File: src/rtl/cpu_defs.sv
// cpu_defs: arbiter state encoding, transfer size codes and the latched cache-port request.
package cpu_defs;
  typedef enum logic [1:0] {
    ARB_IDLE  = 2'b00,
    ARB_GNT_I = 2'b01,
    ARB_GNT_D = 2'b10
  } arb_state_t;
  localparam logic [1:0] SIZE_B = 2'b00;
  localparam logic [1:0] SIZE_H = 2'b01;
  localparam logic [1:0] SIZE_W = 2'b10;
  typedef struct packed {
    logic [31:0] a;
    logic        write;
    logic [1:0]  size;
    logic [3:0]  sel;
    logic [31:0] st_data;
  } mem_req_t;
endpackage

File: src/rtl/mem_port_arbiter.sv
// mem_port_arbiter: shares the bridge cache port between fetch and data, data first with bounded fetch starvation.
module mem_port_arbiter
  import cpu_defs::*;
#(
  parameter int STARVE_LIMIT = 4,
  parameter int CNT_W        = 3
) (
  input  logic        clk,
  input  logic        resetn,
  input  logic [31:0] inst_a,
  input  logic        inst_access,
  input  logic [1:0]  inst_size,
  output logic        inst_ready,
  output logic [31:0] inst_data,
  input  logic [31:0] data_a,
  input  logic        data_access,
  input  logic        data_write,
  input  logic [1:0]  data_size,
  input  logic [3:0]  data_sel,
  input  logic [31:0] data_st_data,
  output logic        data_ready,
  output logic [31:0] data_rdata,
  output logic [31:0] mem_a,
  output logic        mem_access,
  output logic        mem_write,
  output logic [1:0]  mem_size,
  output logic [3:0]  mem_sel,
  output logic [31:0] mem_st_data,
  input  logic        mem_ready,
  input  logic [31:0] mem_data
);
  arb_state_t       state;
  logic [CNT_W-1:0] cnt;
  mem_req_t         req;
  logic             idle, below, pick_d, pick_i;
  always_comb begin
    idle   = state == ARB_IDLE;
    below  = cnt < CNT_W'(STARVE_LIMIT);
    pick_d = data_access & (~inst_access | below);
    pick_i = ~pick_d & inst_access;
  end
  // Grants last until mem_ready; returning through IDLE guarantees a low mem_access cycle.
  always_ff @(posedge clk or negedge resetn)
    if (!resetn) begin
      state <= ARB_IDLE;
      cnt   <= '0;
    end else if (idle) begin
      state <= pick_d ? ARB_GNT_D : pick_i ? ARB_GNT_I : ARB_IDLE;
      cnt   <= (pick_i | ~inst_access) ? '0 : (pick_d & below) ? cnt + CNT_W'(1) : cnt;
    end else if (mem_ready || (state != ARB_GNT_I && state != ARB_GNT_D))
      state <= ARB_IDLE;
  always_ff @(posedge clk or negedge resetn)
    if (!resetn) req <= '0;
    else if (idle & pick_d) req <= {data_a, data_write, data_size, data_sel, data_st_data};
    else if (idle & pick_i) req <= {inst_a, 1'b0, inst_size, 4'b0000, 32'h0};
  always_comb begin
    mem_access  = state == ARB_GNT_I || state == ARB_GNT_D;
    mem_a       = req.a;
    mem_write   = req.write;
    mem_size    = req.size;
    mem_sel     = req.sel;
    mem_st_data = req.st_data;
    inst_ready  = mem_ready & (state == ARB_GNT_I);
    data_ready  = mem_ready & (state == ARB_GNT_D);
    inst_data   = mem_data;
    data_rdata  = mem_data;
  end
endmodule

File: config.mk
export PLATFORM = sky130hd
export DESIGN_NAME = mem_port_arbiter
export DESIGN_NICKNAME = d
export VERILOG_FILES = /design/src/rtl/cpu_defs.sv /design/src/rtl/mem_port_arbiter.sv
export SDC_FILE = /design/constraint.sdc
export NUM_CORES = 1
export LEC_CHECK = 0
export ABC_AREA = 0
export BUFFER_PORTS_ARGS = -buffer_cell sky130_fd_sc_hd__buf_2
export CORE_AREA = 2 2 107 109
export CTS_CLUSTER_DIAMETER = 60
export DETAILED_ROUTE_END_ITERATION = 16
export DIE_AREA = 0 0 109 111
export PLACE_DENSITY = 0.69
export SKIP_CTS_REPAIR_TIMING = 1
export SLEW_MARGIN = 5
export SYNTH_ARGS = -nofsm -noshare
export SYNTH_HDL_FRONTEND = slang
export SYNTH_SLANG_ARGS = --single-unit
File: constraint.sdc
create_clock -name clk -period 3.6 [get_ports clk]
set_input_delay 0.18 -clock clk [delete_from_list [all_inputs] [get_ports clk]]
set_output_delay 0.18 -clock clk [all_outputs]
set_load 0.02 [all_outputs]
### After elaboration in Yosys (flattened, before gate mapping)

Cells that the tools add are included.

| cells by class | value |
|---|---|
| add/sub/neg operators | 1 |
| multiply operators | 0 |
| divide/modulo/power cells | 0 |
| $lt $le $gt $ge | 1 |
| equal/unequal tests | 4 |
| shift-type cells | 0 |
| muxes and demuxes | 8 |
| bitwise gates (word level) | 11 |
| reduce and logical (&&, ||, !) cells | 8 |

Operators by type and width:

| cell | count |
|---|---|
| $mux 71 | 2 |
| $and 1x1->1 | 7 |
| $mux 2 | 3 |
| $mux 3 | 2 |
| $reduce_bool 2->1 | 3 |
| $add 3x1->3 const B | 1 |
| $lt 3x3->1 const B | 1 |
| $eq 2x1->1 const B | 1 |
| $eq 2x2->1 const B | 1 |
| $logic_not 2->1 | 1 |
| $logic_or 1x1->1 | 2 |
| $ne 2x1->1 const B | 1 |
| $ne 2x2->1 const B | 1 |
| $not 1->1 | 2 |
| $or 1x1->1 | 2 |
| $reduce_and 2->1 | 1 |
| $logic_and 1x1->1 | 1 |
| $mux 1 | 1 |

| storage, ports and cells | value |
|---|---|
| register bits | 76 |
| bits in latches | 0 |
| memory bits (writable) | 0 |
| bits in read-only memories | 0 |
| input bits | 142 |
| word-level logic and storage cells | 40 |
| memories kept | 0 |

### Depth between registers and ports, before layout

| logic depth | value |
|---|---|
| depth after elaboration | 8 |
| depth in mapped cells | 8 |
| depth with buffers taken out | 5 |

### Worst setup path before layout

Ideal clock, no wire load.

| path | value |
|---|---|
| path type | reg2reg |
| start point | register state[0] |
| end point | register req (netlist bit mem_a[10]) |
| arrival time | 1.551 ns |
| path slack | 1.924 ns |
| stages on the path, launching flop included | 8 |
| path buffers | 2 |
| period minus slack after synthesis | 1.676 ns |
| path through | dfrtp_1 inv_1 ha_1 buf_4 nand2_4 buf_6 mux2_1 mux2_2 |

| between the ends | value |
|---|---|
| word-level cells in the longest chain between the ends | 3 |
| elaborated cells between the ends (all ways) | 5 |
| those cells by class | mux (1); bitwise (2); reduce/logical (2) |

RTL lines:

| element | RTL line | RTL |
|---|---|---|
| start, declared | mem_port_arbiter.sv:32 | `arb_state_t state;` |
| start signal, assigned | mem_port_arbiter.sv:48 | `state <= pick_d ? ARB_GNT_D : pick_i ? ARB_GNT_I : ARB_IDLE;` |
| $logic_not 2->1 (*) | mem_port_arbiter.sv:37 | `idle = state == ARB_IDLE;` |
| $and 1x1->1, on equally long branches | mem_port_arbiter.sv:54, mem_port_arbiter.sv:55 |  |
| $mux 71 / $reduce_bool 2->1 (equally long branches) | -- |  |
| end signal, assigned | mem_port_arbiter.sv:54 | `else if (idle & pick_d) req <= {data_a, data_write, data_size, data_sel, data_st_data};` |
| end signal, assigned | mem_port_arbiter.sv:55 | `else if (idle & pick_i) req <= {inst_a, 1'b0, inst_size, 4'b0000, 32'h0};` |
| end, declared | mem_port_arbiter.sv:34 | `mem_req_t req;` |

Mark *: on every way between the ends. The rest lies on a longest branch, timed or not.
A chain may end at the register's enable or synchronous reset.

### Worst setup path in the final report

Ends and elaborated chain as after synthesis.

==> run_results.csv <==
group,metric,value,unit
run_status,status,"finished, violations left",
run_status,failed_checks,"hold timing",
logic_synthesis,postSynthAreaPerCell,11.3,um2
floorplan,die_h,111,um
power_and_ir_drop,p_int,1940,uW
logic_synthesis,ys_warn_count,0,
placement,dpl.hpwl,7.01,mm
detailed_routing,wl_per_cell,15.1,um
sta,max_freq,425,MHz
sta,setup_ws,1.25,ns
power_and_ir_drop,power.density,603,nW/um2
sta,finalCritPeriodShare,65.3,%
global_routing,grt-ovfl-total,0,
critical_path,critPathRequiredTime,3.80,ns
logic_synthesis,yosysSeqAreaShare,46.8,%
global_routing,grt_max_degree,77,
critical_path,r2r_cells,5,
detailed_routing,wl,9.35,mm
power_and_ir_drop,seqPwrFrac,39.4,%
clock_tree,cts_tree,"done",
run,cap_viol_max_count,0,
clock_tree,cts-root-buf,"clkbuf_16",
floorplan,row_count,39,
power_and_ir_drop,clockPowerShare,27.2,%
sta,finalMaxSlewViolations,0,
finish,layout_common_cells,"buf_2 (182), dfrtp_1 (76), nand2_1 (42)",
power_and_ir_drop,switching_share,33.8,%
finish,fin_nets,621,
sta,tightestPinTransition,0.974,ns
detailed_routing,vias,2807,
detailed_routing,ant_nets,0,
sta,rsz0062_at_grt,"false",
finish,n_antenna_cell,0,
sta,hold_ws,-0.00685,ns
clock_tree,cts.clk_slew.worst_paths,0.06,ns
sta,setup_violations,0,
critical_path,rr_endpoint,"mem_a[10]$_DFFE_PN0P_",
sta,min_period,2.35,ns
floorplan,initial_core_util,36.7,%
placement,gp_congestion,0.772,
power_and_ir_drop,vdd_drop_max,0.233,mV
placement,pre_cts_slack,1.24,ns
global_routing,grt_usage,15.2,%
critical_path,worstPathArrival,2.55,ns
floorplan,die_area,12100,um2
global_routing,grt_pass1_vias,2923,
logic_synthesis,synth.distinct_cells,19,
critical_path,ff2ff_setup_slack,1.25,ns
finish,fin_util,44.0,%
global_routing,antenna_found_initial,0,
critical_path,r2r_start,"state[0]$_DFFE_PN0P_",
clock_tree,htreeDepth,3,
logic_synthesis,syn_inst,360,
detailed_routing,dr.pass1.iters,4,
critical_path,critPathKind,"reg -> reg",
detailed_routing,drc,0,
clock_tree,clock-sinks,76,
finish,layout_commonest_cell,"buf_2",
floorplan,core-area,11100,um2
sta,finalClockSkew,0.00684,ns
sta,hold_viol_final,8,
clock_tree,clkLatencyLatePin,0.32,ns
global_routing,grt_pass1_wl,14.4,mm
critical_path,startpoint_type,"register",
placement,io_buffers,183,
power_and_ir_drop,leakage,0.00275,uW
finish,syn_to_final_growth,19.7,%
power_and_ir_drop,power_frac_comb,33.4,%
detailed_routing,drtIter0Drc,53,
clock_tree,cts_made_buffers,9,
logic_synthesis,syn_nets,506,
clock_tree,clk_path_buf_depth,2,
power_and_ir_drop,switching_power,991,uW
critical_path,cp-end-kind,"register",
finish,drive_gt1_share,50.0,%
sta,slew_headroom,35.1,%
hold_path,min_path_type,"in -> async",
logic_synthesis,netlist_area,4070,um2
floorplan,die_x,109,um
sta,final.setup.tns,0,ns
detailed_routing,viasPerCell,4.52,
critical_path,worst-path-max-fanout,72,
floorplan,io_pins,280,
logic_synthesis,synth_seq_cells,76,
power by group through the flow:
stage               Sequential (uW)  Combinational, uW  Clock, uW
detailed placement             1170                999          0
CTS                            1160                998        824
global route                   1180               1060        864
floorplan                      1410                504          0
finish                         1160                981        798
global placement               1160                973          0
Yosys cell counts:
cell	count	area, um2
a21o_1	1	7.51
inv_1	41	154
buf_2	11	55.1
mux2i_1	37	370
and2_1	2	12.5
nand2_1	42	158
buf_6	3	33.8
buf_4	66	495
nor2_1	1	3.75
ha_1	4	50.1
nand3b_1	1	7.51
nor3b_1	1	7.51
nand2_4	1	11.3
mux2_2	40	450
nand3_1	1	5.00
mux2_1	29	327
dfrtp_1	76	1900
a21oi_1	1	5.00
o22ai_1	2	12.5
cell families after synthesis:
logic type,Yosys count,synth area share (%)
AOI/OAI and AO/OA,4,0.615
adders and majority gates,4,1.23
buffers and inverters,121,18.1
muxes,106,28.2
and+or+nand+nor,49,5.04
DFF,76,46.8
per-stage QoR:
step | cell area (um2) | instances | total power, uW
global placement | 4610 | 607 | 2140
finish | 4870 | 621 | 2940
detailed placement | 4610 | 607 | 2170
floorplan | 4070 | 360 | 1910
CTS | 4870 | 621 | 2980
global route | 4870 | 621 | 3110
routing by layer:
layer	vias to the layer above	wire length [um]	track usage, %
li1	1317	-	-
met1	1340	3680	17.7
met2	146	4800	26.8
met3	4	832	4.82
met4	0	44	3.68
met5	-	0	0
cell type report:
| type | instances | area [um2] |
|---|---|---|
| Clock inverter | 3 | 15.0 |
| Multi-Input combinational cell | 163 | 1440 |
| Timing Repair Buffer | 184 | 938 |
| Inverter | 41 | 154 |
| Tap cell | 143 | 179 |
| Clock buffer | 11 | 243 |
| Sequential cell | 76 | 1900 |
| Fill cell | 1089 | 6210 |
flip-flops by register name, summed over array words and instances (netlist names):
register / count
mem_a: 32
mem_st_data: 32
mem_sel: 4
cnt: 3
mem_size: 2
state: 2
mem_write: 1
critical path: stages, from the launching register on:
cell and delay (ns):
dfrtp_1 0.39, inv_1 0.09, ha_1 0.38, nand2_4 0.52, mux2_1 0.53, mux2_2 0.26
worst max-delay path by stage:
stage	to	slack [ns]	from	cells after the start
after global placement	mem_a[3]$_DFFE_PN0P_	1.29	state[0]$_DFFE_PN0P_	5
after CTS	mem_a[10]$_DFFE_PN0P_	1.23	state[0]$_DFFE_PN0P_	5
after global routing	mem_a[4]$_DFFE_PN0P_	1.05	state[0]$_DFFE_PN0P_	5
after detailed placement	mem_a[10]$_DFFE_PN0P_	1.24	state[0]$_DFFE_PN0P_	5
after floorplan	mem_a[10]$_DFFE_PN0P_	1.92	state[0]$_DFFE_PN0P_	7
final	mem_a[10]$_DFFE_PN0P_	1.25	state[0]$_DFFE_PN0P_	5
Note: power is estimated with default switching activity, not from simulation.
